File: src/rtl/execute_mul_pkg.sv
// execute_mul_pkg: shared defaults and sideband type for the multiplier execute pipeline
//   ROB_W_D / FID_W_D / STAGES_D : default widths and depth
//   mul_sb_t                     : one sideband entry {valid, dst_rob, fid} at default widths
package execute_mul_pkg;
    localparam int STAGES_D = 3;
    localparam int ROB_W_D  = 4;
    localparam int FID_W_D  = 8;
    typedef struct packed {
        logic               valid;
        logic [ROB_W_D-1:0] dst_rob;
        logic [FID_W_D-1:0] fid;
    } mul_sb_t;
endpackage

File: src/rtl/execute_mul_sdpipe_stage.sv
// execute_mul_sdpipe_stage: one elastic sideband stage with flush and fid-selective kill
//   ld                          : load enable, take in_* this cycle, otherwise hold
//   in_valid/in_dst_rob/in_fid  : entry from the previous stage (or issue)
//   flush, kill_en, kill_fid    : clear next-state valid (flush all, kill on fid match)
//   v/dst_rob/fid               : registered stage contents
module execute_mul_sdpipe_stage
    import execute_mul_pkg::*;
#(
    parameter int ROB_W = ROB_W_D,
    parameter int FID_W = FID_W_D
) (
    input  logic             clk,
    input  logic             resetn,
    input  logic             ld,
    input  logic             in_valid,
    input  logic [ROB_W-1:0] in_dst_rob,
    input  logic [FID_W-1:0] in_fid,
    input  logic             flush,
    input  logic             kill_en,
    input  logic [FID_W-1:0] kill_fid,
    output logic             v,
    output logic [ROB_W-1:0] dst_rob,
    output logic [FID_W-1:0] fid
);
    logic             sel_v;
    logic [FID_W-1:0] sel_fid;
    logic             v_nxt;

    // Kill looks at whichever entry will occupy the stage next, held or loaded.
    always_comb begin
        sel_v   = ld ? in_valid : v;
        sel_fid = ld ? in_fid : fid;
        v_nxt   = sel_v & ~flush & ~(kill_en & (sel_fid == kill_fid));
    end

    always_ff @(posedge clk or negedge resetn) begin
        if (!resetn) begin
            v       <= 1'b0;
            dst_rob <= '0;
            fid     <= '0;
        end else begin
            v <= v_nxt;
            if (ld) begin
                dst_rob <= in_dst_rob;
                fid     <= in_fid;
            end
        end
    end
endmodule

File: src/rtl/execute_mul_sdpipe.sv
// execute_mul_sdpipe: elastic valid/dst_rob/fid sideband pipeline for the multiplier, with bubble collapse
//   i_valid/i_dst_rob/i_fid/o_ready : upstream entry and acceptance
//   o_valid/o_dst_rob/o_fid/i_ready : output stage and downstream acceptance
//   i_flush, i_kill_en, i_kill_fid  : drop all entries / entries with matching fid
//   o_busy, o_occupancy             : any stage valid / count of valid stages
module execute_mul_sdpipe
    import execute_mul_pkg::*;
#(
    parameter int STAGES = STAGES_D,
    parameter int ROB_W  = ROB_W_D,
    parameter int FID_W  = FID_W_D,
    localparam int OCC_W = $clog2(STAGES + 1)
) (
    input  logic             clk,
    input  logic             resetn,
    input  logic             i_valid,
    input  logic [ROB_W-1:0] i_dst_rob,
    input  logic [FID_W-1:0] i_fid,
    output logic             o_ready,
    output logic             o_valid,
    output logic [ROB_W-1:0] o_dst_rob,
    output logic [FID_W-1:0] o_fid,
    input  logic             i_ready,
    input  logic             i_flush,
    input  logic             i_kill_en,
    input  logic [FID_W-1:0] i_kill_fid,
    output logic             o_busy,
    output logic [OCC_W-1:0] o_occupancy
);
    logic [STAGES-1:0] v;
    logic [STAGES-1:0] adv;
    logic [STAGES-1:0] v_in;
    logic [ROB_W-1:0]  rob    [STAGES];
    logic [ROB_W-1:0]  rob_in [STAGES];
    logic [FID_W-1:0]  fid    [STAGES];
    logic [FID_W-1:0]  fid_in [STAGES];
    logic              tail_full;

    // Stage k advances when the output drains or any stage from k to the tail is empty;
    // computed as a running AND so there is no chain feeding back on adv itself.
    always_comb begin
        tail_full = 1'b1;
        adv       = '0;
        for (int k = STAGES - 1; k >= 0; k--) begin
            tail_full = tail_full & v[k];
            adv[k]    = i_ready | ~tail_full;
        end
    end

    always_comb begin
        o_occupancy = '0;
        for (int k = 0; k < STAGES; k++) o_occupancy = o_occupancy + OCC_W'(v[k]);
    end

    for (genvar k = 0; k < STAGES; k++) begin : g_stage
        if (k == 0) begin : g_head
            assign v_in[k]   = i_valid;
            assign rob_in[k] = i_dst_rob;
            assign fid_in[k] = i_fid;
        end else begin : g_body
            assign v_in[k]   = v[k-1];
            assign rob_in[k] = rob[k-1];
            assign fid_in[k] = fid[k-1];
        end
        execute_mul_sdpipe_stage #(.ROB_W(ROB_W), .FID_W(FID_W)) u_stage (
            .clk        (clk),
            .resetn     (resetn),
            .ld         (adv[k]),
            .in_valid   (v_in[k]),
            .in_dst_rob (rob_in[k]),
            .in_fid     (fid_in[k]),
            .flush      (i_flush),
            .kill_en    (i_kill_en),
            .kill_fid   (i_kill_fid),
            .v          (v[k]),
            .dst_rob    (rob[k]),
            .fid        (fid[k])
        );
    end

    assign o_ready   = adv[0];
    assign o_valid   = v[STAGES-1];
    assign o_dst_rob = rob[STAGES-1];
    assign o_fid     = fid[STAGES-1];
    assign o_busy    = |v;
endmodule
File: config.mk
export PLATFORM = sky130hd
export DESIGN_NAME = execute_mul_sdpipe
export DESIGN_NICKNAME = d
export VERILOG_FILES = /design/src/rtl/execute_mul_pkg.sv /design/src/rtl/execute_mul_sdpipe_stage.sv /design/src/rtl/execute_mul_sdpipe.sv
export SDC_FILE = /design/constraint.sdc
export NUM_CORES = 1
export LEC_CHECK = 0
export CAP_MARGIN = 20
export CORE_MARGIN = 4
export CORE_UTILIZATION = 53
export CTS_BUF_LIST = sky130_fd_sc_hd__clkbuf_4 sky130_fd_sc_hd__clkbuf_8
export CTS_CLUSTER_SIZE = 12
export DETAILED_ROUTE_END_ITERATION = 16
export GPL_TIMING_DRIVEN = 0
export PLACE_DENSITY_LB_ADDON = 0.08
export SYNTH_ARGS = -nofsm -noshare
export SYNTH_HDL_FRONTEND = slang
export SYNTH_SLANG_ARGS = --single-unit
File: constraint.sdc
create_clock -name clk -period 2.9 [get_ports clk]
set_clock_uncertainty 0.2 [all_clocks]
set_input_delay 0.29 -clock clk [delete_from_list [all_inputs] [get_ports clk]]
set_output_delay 0.29 -clock clk [all_outputs]
set_load 0.01 [all_outputs]
---- Word level (Yosys, flattened, before mapping) ----
Index checks and enable logic that the tools add are counted.
word-level totals
  flip-flop bits (word level) ............. 39
  bits of input ports ..................... 26
  output and inout port bits .............. 17
  logic and storage cells ................. 42
cells by class
  $add $sub $neg .......................... 2
  eq/ne operators ......................... 3
  mux-type cells .......................... 6
  bitwise gates (word level) .............. 21
  reductions and logical operators ........ 1
operator list
  operator          number
  $eq A8 B8 Y1      3
  $mux W8           3
  $and A1 B1 Y1     11
  $not A1 Y1        7
  $mux W1           3
  $or A1 B1 Y1      3
  $reduce_or A3 Y1  1
  $add A1 B1 Y2     1
  $add A2 B1 Y2     1

---- Depth between registers and ports, before layout ----
Gate-level depths: netlist of run 1.
  depth after elaboration ................. 9
  depth in mapped cells ................... 8
  mapped depth without buffers ............ 6

---- Hierarchy ----
A second synthesis of run 1 with hierarchy kept.
unflattened totals
  cells, all modules ...................... 134
  area total of the unflattened synthesis .. 1904.3 um^2
modules (own cells, without submodules)
  module                    instances  cells an instance  area an instance (um^2)  sequential area each (um^2)
  execute_mul_sdpipe_stage  3          42                 611.8                    325.3
  execute_mul_sdpipe        1          8                  68.8                     0.0

---- Worst setup path after synthesis of run 1 ----
Ideal clock, no wire load.
  path type ............................... register to register
  start point ............................. register g_stage[2].u_stage.v
  end point ............................... register g_stage[0].u_stage.v
  setup time .............................. 0.135 ns
  data arrival time ....................... 1.725 ns
  data required time ...................... 2.565 ns
  setup slack ............................. 0.840 ns
  stages on the path, launching flop included .. 8
  buffers on the path ..................... 1
  period minus slack after synthesis ...... 2.060 ns
  cell sequence ........................... dfrtp_1 and4b_1 buf_4 inv_2 mux2_2 a22o_1 a211oi_1 a311oi_1
between the ends
  word-level cells in the longest chain between the ends .. 9
  elaborated cells on any way between the ends .. 11
  classes of those cells .................. 1 x eq/ne; 2 x mux; 8 x bitwise
RTL lines
  what                               RTL line                        RTL
  start, declared                    execute_mul_sdpipe_stage.sv:21  output logic v,
  start signal, assigned             execute_mul_sdpipe_stage.sv:42  v <= v_nxt;
  $and A1 B1 Y1 (2 in series)        execute_mul_sdpipe.sv:45        tail_full = tail_full & v[k];
  $not A1 Y1                         execute_mul_sdpipe.sv:46        adv[k] = i_ready | ~tail_full;
  $or A1 B1 Y1                       execute_mul_sdpipe.sv:46
  $mux W8                            execute_mul_sdpipe_stage.sv:32  sel_fid = ld ? in_fid : fid;
  via g_stage[0].u_stage.sel_fid[3]  execute_mul_sdpipe_stage.sv:26  logic [FID_W-1:0] sel_fid;
  $eq A8 B8 Y1                       execute_mul_sdpipe_stage.sv:33  v_nxt = sel_v & ~flush & ~(kill_en & (sel_fid == kill_fid));
  $and A1 B1 Y1                      execute_mul_sdpipe_stage.sv:33
  $not A1 Y1                         execute_mul_sdpipe_stage.sv:33
  $and A1 B1 Y1                      execute_mul_sdpipe_stage.sv:33
  via g_stage[0].u_stage.v_nxt       execute_mul_sdpipe_stage.sv:27  logic v_nxt;
  end signal, assigned               execute_mul_sdpipe_stage.sv:42
  end, declared                      execute_mul_sdpipe_stage.sv:21
The timed path passes the listed nets, and every way through them passes these cells.
A chain may end at the register's enable or synchronous reset.

---- Worst setup path in the final report of run 1 ----
  start point ............................. input i_ready
  end point ............................... output o_ready
between the ends
  word-level cells in the longest chain between the ends .. 1
RTL lines
  what             RTL line                  RTL
  start, declared  execute_mul_sdpipe.sv:23  input logic i_ready,
  $or A1 B1 Y1     execute_mul_sdpipe.sv:46
  end, declared    execute_mul_sdpipe.sv:19  output logic o_ready,
Every way passes these cells.

==> results of run 1 <==
==> Yosys cell counts (3+ instances only) <==
library cell	n	area [um2]
and2_1	5	31.3
buf_2	3	15.0
buf_4	9	67.6
clkbuf_1	6	22.5
dfrtp_1	39	976
inv_1	9	33.8
mux2_2	13	146
nand2_1	65	244
nand2b_1	4	25.0
nand3_1	3	15.0
nor2_1	9	33.8
o2111ai_1	4	35.0
o21ai_0	4	20.0
o221ai_1	4	35.0
xnor2_1	16	140
==> layer usage <==
layer	share of wire	vias up	global-route usage
met3	0.063	8	0.0440
met5	0	-	0
li1	-	845	-
met2	0.43	48	0.264
met1	0.48	762	0.278
met4	0.019	0	0.0772
==> worst paths after layout <==
| path | to | slack (ps) | cells past startpoint |
|---|---|---|---|
| min in group asynchronous | g_stage[2].u_stage.dst_rob[2]$_DFFE_PN0N_ | 440 | 2 |
| min | g_stage[2].u_stage.dst_rob[3]$_DFFE_PN0N_ | 270 | 2 |
| max | o_ready | 300 | 6 |
| max in group asynchronous | g_stage[1].u_stage.fid[0]$_DFF_PN0_ | 1510 | 2 |
| max reg2reg | g_stage[0].u_stage.v$_DFF_PN0_ | 640 | 7 |
| min reg2reg | g_stage[2].u_stage.dst_rob[3]$_DFFE_PN0N_ | 270 | 2 |
==> layout make-up <==
cell class	instances	area, um2	share of cell area
timing repair buffer	40	395	0.146
multi-input combinational	159	991	0.367
inverter	10	37.5	0.0139
clock buffer	6	76.3	0.0283
sequential	39	976	0.361
clock inverter	2	60.1	0.0222
tap	48	60.1	0.0222
buffer	18	105	0.0389
==> kinds of logic after synthesis <==
kind of cell,count (synthesis)
flip-flops,39
buffers and inverters,28
multiplexers,14
adder cells (fa/ha/maj),1
AND/OR/NAND/NOR,98
AO/OA/AOI/OAI,29
XOR/XNOR,17
==> flip-flops by register name (all words and copies together) (netlist names) <==
register	cells
g_stage.u_stage.dst_rob	12
g_stage.u_stage.v	3
g_stage.u_stage.fid	24
==> repair_timing <==
action | 4_1_cts | 5_1_grt
hold endpoints to repair | 39 | 0
hold buffers | 1 | 0
gates resized for setup | 0 | 0
==> power by group through the flow <==
stage               combinational, mW  sequential, mW  clock [mW]
floorplan                       0.105           0.606           0
global placement                0.197           0.610           0
detailed placement              0.199           0.611           0
CTS                             0.200           0.600       0.553
global route                    0.220           0.605       0.584
finish                          0.198           0.600       0.545
==> per-stage QoR <==
stage,hold slack (ps),util
2_1_floorplan,-206,-
3_3_place_gp,247,0.684
3_5_place_dp,254,0.682
4_1_cts,272,0.722
5_1_grt,291,0.722
6_report,267,0.722
==> worst register-to-register path, delay by kind of cell, from the launching register on <==
family,cells,cell delay [ps]
mux,1,310
simple gates,1,240
compound gates,3,630
flops,1,470
buf+inv,2,280
==> impl_metrics.env, run 1 <==
export IMPL_cts_max_level=2
export IMPL_cts_tree="yes"
export IMPL_drc=0
export IMPL_drv_slew=0
export IMPL_cp_arrival_ps=2110
export IMPL_nets=300
export IMPL_wl_per_cell_um=13.6
export IMPL_rows=22
export IMPL_p_int_mw=1.04
export IMPL_peakVddDrop_mv=0.287
export IMPL_hold_path_class="reg -> reg"
export IMPL_cp_start_kind="input pin"
export IMPL_dieArea_um2=5050
export IMPL_coreArea_um2=3740
export IMPL_total_leakage_power_nw=1.22
export IMPL_crit_chain="clkdlybuf4s50_1, and4b_1, buf_4, inv_2, buf_2, clkdlybuf4s50_1"
export IMPL_fmax_ghz=0.384
export IMPL_fin_setup_tns_ps=0
export IMPL_cp_max_fo=10
export IMPL_start_util=0.564
export IMPL_power_total_mw=1.34
export IMPL_yosysSeqAreaShare=0.463
export IMPL_slowest_stage="clkdlybuf4s50_1"
export IMPL_p_seq_frac=0.447
export IMPL_crit_top_cell="clkdlybuf4s50_1"
export IMPL_grt_pass1_vias=1556
export IMPL_synthMuxAreaShare=0.0765
export IMPL_portBuffers=39
export IMPL_synth_simple_area_share=0.205
export IMPL_synth_compound_area_frac=0.108
export IMPL_synth_edf_count=0
export IMPL_p_comb_frac=0.147
export IMPL_grt_overflow=0
export IMPL_yosysWarnings=0
export IMPL_p_sw_frac=0.226
export IMPL_dp_slack_ps=307
export IMPL_cts_buffers=5
export IMPL_place_inst=313
export IMPL_die_h_um=71.1
export IMPL_layout_common_cells="nand2_1 (65), dfrtp_1 (39), clkdlybuf4s50_1 (38)"
export IMPL_synthXorXnorAreaFrac=0.0706
export IMPL_dr_pass1_iters=4
export IMPL_synth_fa_ha_area_frac=0.00949
export IMPL_finalCritPeriodShare=0.898
export IMPL_final_cells=322
export IMPL_ys_types=40
export IMPL_p_per_area_nw_per_um2=497
export IMPL_path_buf_inv=5
export IMPL_stdcell_area_um2=2700
export IMPL_p_clk_frac=0.406
export IMPL_fin_ws_ps=295
export IMPL_required_ps=2410
export IMPL_dr_total_vias=1663
export IMPL_place_gp_congestion=0.802
export IMPL_numClockSinks=39
export IMPL_clock_latency_ps=290
export IMPL_status="finished, final reports clean"
export IMPL_fillers=270
export IMPL_cts_root_buf="clkbuf_8"
export IMPL_mostFrequentLayoutCell="nand2_1"
export IMPL_syn_area_per_cell_um2=9.33
export IMPL_drtIter0Drc=85
export IMPL_post_cts_setup_buffers=0
export IMPL_slew_headroom=0.423
export IMPL_worstSetupEndpointType="output port"
export IMPL_layout_drive_gt1_share=0.139
export IMPL_worst_pin_slew_ps=865
export IMPL_area_growth_pct=28.1
export IMPL_setup_violations=0
export IMPL_maxCapViolations=0
export IMPL_switching_power_uw=304
export IMPL_ioPinCount=43
export IMPL_cp_startpoint="i_ready"
export IMPL_syn_nets=253
export IMPL_syn_area_um2=2110
export IMPL_rsz0062_at_grt="false"
export IMPL_crit_type="in -> out"
export IMPL_r2r_start="g_stage[2].u_stage.v$_DFF_PN0_"
export IMPL_antenna_found_initial=0
export IMPL_synth_flop_cell="dfrtp_1"
export IMPL_drtAntennaViolNets=0
export IMPL_die_width_um=71.1
export IMPL_clk_pin_slew_ps=80
export IMPL_grt_max_degree=40
export IMPL_grt_first_pass_wirelength_um=7470
export IMPL_synth_top_family_by_area="simple AND/OR/NAND/NOR gates"
export IMPL_viasPerCell=5.16
export IMPL_async_flop_share=1.00
export IMPL_track_usage=0.188
export IMPL_syn_instance_count=226
export IMPL_cts_buffer_depth=2
export IMPL_placed_area_um2=2550
export IMPL_synth_seq_cells=39
export IMPL_routed_wirelength_um=4370
export IMPL_period_minus_slack_ps=2600
export IMPL_max_stage_delay_ps=570
export IMPL_antenna_cells=0
export IMPL_hpwl_um=3360
export IMPL_hold_viol=0
export IMPL_cp_top_family="buffers and inverters"
export IMPL_hold_start="g_stage[2].u_stage.dst_rob[3]$_DFFE_PN0N_"
(Power assumes the default switching activity.)
==> inputs of run 2 (changes only) <==
==> constraint.sdc (replaced) <==
create_clock -name clk -period 2.8 [get_ports clk]
set_clock_uncertainty 0.2 [all_clocks]
set_input_delay 0.28 -clock clk [delete_from_list [all_inputs] [get_ports clk]]
set_output_delay 0.28 -clock clk [all_outputs]
set_load 0.01 [all_outputs]
==> results of run 2 <==
Same layout as run 1 (identical final DEF). Status: finished, final reports clean.
Among the figures that moved: setup slack after placement 307 ps -> 224 ps; setup slack after layout 295 ps -> 215 ps; register-to-register setup slack 640 ps -> 540 ps; total power 1.34 mW -> 1.39 mW; worst IR drop on VDD 0.287 mV -> 0.298 mV
==> inputs of run 3 (changes only) <==
--- a/config.mk
+++ b/config.mk
@@ -6,6 +6,7 @@
 export NUM_CORES = 1
 export LEC_CHECK = 0
 export CAP_MARGIN = 20
+export CORE_ASPECT_RATIO = 0.6
 export CORE_MARGIN = 4
 export CORE_UTILIZATION = 53
 export CTS_BUF_LIST = sky130_fd_sc_hd__clkbuf_4 sky130_fd_sc_hd__clkbuf_8
==> impl_metrics.env, run 3 (synthesis results as in run 1) <==
export IMPL_hold_start="g_stage[0].u_stage.dst_rob[3]$_DFFE_PN0N_"
export IMPL_wl_per_cell_um=14.9
export IMPL_p_per_area_nw_per_um2=490
export IMPL_cp_endpoint="o_ready"
export IMPL_nets=300
export IMPL_slew_headroom=0.439
export IMPL_slowest_stage="clkdlybuf4s50_1"
export IMPL_rows=17
export IMPL_r2r_cells=7
export IMPL_min_path_cells=2
export IMPL_fmax_ghz=0.384
export IMPL_area_growth_pct=27.1
export IMPL_maxCapViolations=0
export IMPL_antenna_cells=0
export IMPL_clk_pin_slew_ps=80
export IMPL_numClockSinks=39
export IMPL_dr_total_vias=1708
export IMPL_cp_max_fo=10
export IMPL_met3_usage=0.0543
export IMPL_drv_slew=0
export IMPL_drtIter0Drc=150
export IMPL_setup_violations=0
export IMPL_grt_overflow=0
export IMPL_timing_hold_ws_ps=269
export IMPL_top_regs="g_stage.u_stage.fid: 24 flops, g_stage.u_stage.dst_rob: 12 flops, g_stage.u_stage.v: 3 flops"
export IMPL_layout_common_cells="nand2_1 (65), dfrtp_1 (39), clkdlybuf4s50_1 (38)"
export IMPL_grtUsageMet1=0.332
export IMPL_r2r_end="g_stage[0].u_stage.v$_DFF_PN0_"
export IMPL_grt_util_met2=0.258
export IMPL_cp_arrival_ps=2120
export IMPL_cp_start_kind="input pin"
export IMPL_r2r_setup_slack_ps=560
export IMPL_routed_wirelength_um=4790
export IMPL_hold_path_class="reg -> reg"
export IMPL_path_buf_inv=5
export IMPL_track_usage=0.204
export IMPL_peakVddDrop_mv=0.305
export IMPL_drc=0
export IMPL_coreArea_um2=3740
export IMPL_drtAntennaViolNets=0
export IMPL_cp_startpoint="i_ready"
export IMPL_total_leakage_power_nw=1.22
export IMPL_cts_max_level=2
export IMPL_antenna_found_initial=0
export IMPL_cts_tree="yes"
export IMPL_required_ps=2320
export IMPL_rsz0062_at_grt="false"
export IMPL_crit_type="in -> out"
export IMPL_cp_top_family="buffers and inverters"
export IMPL_portBuffers=39
export IMPL_post_cts_setup_buffers=0
export IMPL_worst_pin_slew_ps=841
export IMPL_layout_drive_gt1_share=0.139
export IMPL_place_gp_congestion=0.875
export IMPL_dr_pass1_iters=4
export IMPL_clock_latency_ps=290
export IMPL_grt_first_pass_wirelength_um=7850
export IMPL_grt_pass1_vias=1551
export IMPL_period_minus_slack_ps=2600
export IMPL_die_h_um=56.9
export IMPL_crit_chain="clkdlybuf4s50_1, and4b_1, buf_4, inv_2, buf_2, clkdlybuf4s50_1"
export IMPL_worstSetupEndpointType="output port"
export IMPL_hold_viol=0
export IMPL_fin_setup_tns_ps=0
export IMPL_r2r_start="g_stage[2].u_stage.v$_DFF_PN0_"
export IMPL_path_depth=6
export IMPL_status="finished, final reports clean"
export IMPL_cts_buffers=5
export IMPL_die_width_um=89.4
export IMPL_grt_busiest_layer="met1"
export IMPL_viasPerCell=5.32
export IMPL_mostFrequentLayoutCell="nand2_1"
export IMPL_largest_reg_flops=24
export IMPL_cts_root_buf="clkbuf_8"
export IMPL_grt_max_degree=40
export IMPL_largest_register="g_stage.u_stage.fid"
export IMPL_start_util=0.564
export IMPL_ioPinCount=43
export IMPL_finalCritPeriodShare=0.929
export IMPL_hpwl_um=3720
export IMPL_cts_buffer_depth=2
export IMPL_crit_top_cell="clkdlybuf4s50_1"
export IMPL_dieArea_um2=5090
export IMPL_max_stage_delay_ps=570
[run 3: per-stage QoR]
| step | setup slack [ps] | util | std cells | instance area, um2 | power, mW |
|---|---|---|---|---|---|
| finish | 198 | 0.716 | 321 | 2680 | 1.31 |
| detailed placement | 209 | 0.682 | 312 | 2550 | 0.841 |
| global route | 112 | 0.716 | 321 | 2680 | 1.38 |
| floorplan | 740 | - | 226 | 2110 | 0.736 |
| CTS | 197 | 0.716 | 321 | 2680 | 1.33 |
| global placement | 229 | 0.683 | 312 | 2560 | 0.838 |
[run 3: worst min path at each step]
stage	endpoint	slack [ps]
2_1_floorplan	g_stage[0].u_stage.dst_rob[0]$_DFFE_PN0N_	-220
3_3_place_gp	g_stage[2].u_stage.dst_rob[2]$_DFFE_PN0N_	250
3_5_place_dp	g_stage[2].u_stage.v$_DFF_PN0_	240
4_1_cts	g_stage[0].u_stage.dst_rob[3]$_DFFE_PN0N_	280
5_1_grt	g_stage[0].u_stage.dst_rob[3]$_DFFE_PN0N_	300
6_report	g_stage[0].u_stage.dst_rob[3]$_DFFE_PN0N_	270
[run 3: metal layers]
metal / share of wire / wire, um
met2: 0.37 / 1790
met1: 0.52 / 2510
met3: 0.085 / 405
met4: 0.016 / 77
met5: 0 / 0
[run 3: worst reg2reg max path, cell delays in order, from the launching register on]
cell and delay, ps:
dfrtp_1 480, and4b_1 240, buf_4 170, inv_2 120, mux2_2 350, a22o_1 240
a211oi_1 200, a311oi_1 120
[run 3: final cells by class]
type	instances	area, um2
Buffer	18	105
Clock inverter	2	35.0
Sequential cell	39	976
Fill cell	297	1060
Multi-Input combinational cell	159	991
Timing Repair Buffer	40	395
Clock buffer	6	82.6
Tap cell	47	58.8
Inverter	10	37.5
[run 3: where the power goes]
group	internal, mW	switching, mW
registers	0.595	0.0287
clock network	0.288	0.195
logic	0.116	0.0918
[run 3: timing repair]
item / CTS / global route
resized for setup: 0 / 0
endpoints found under the hold margin: 39 / 0
hold buffers: 1 / 0
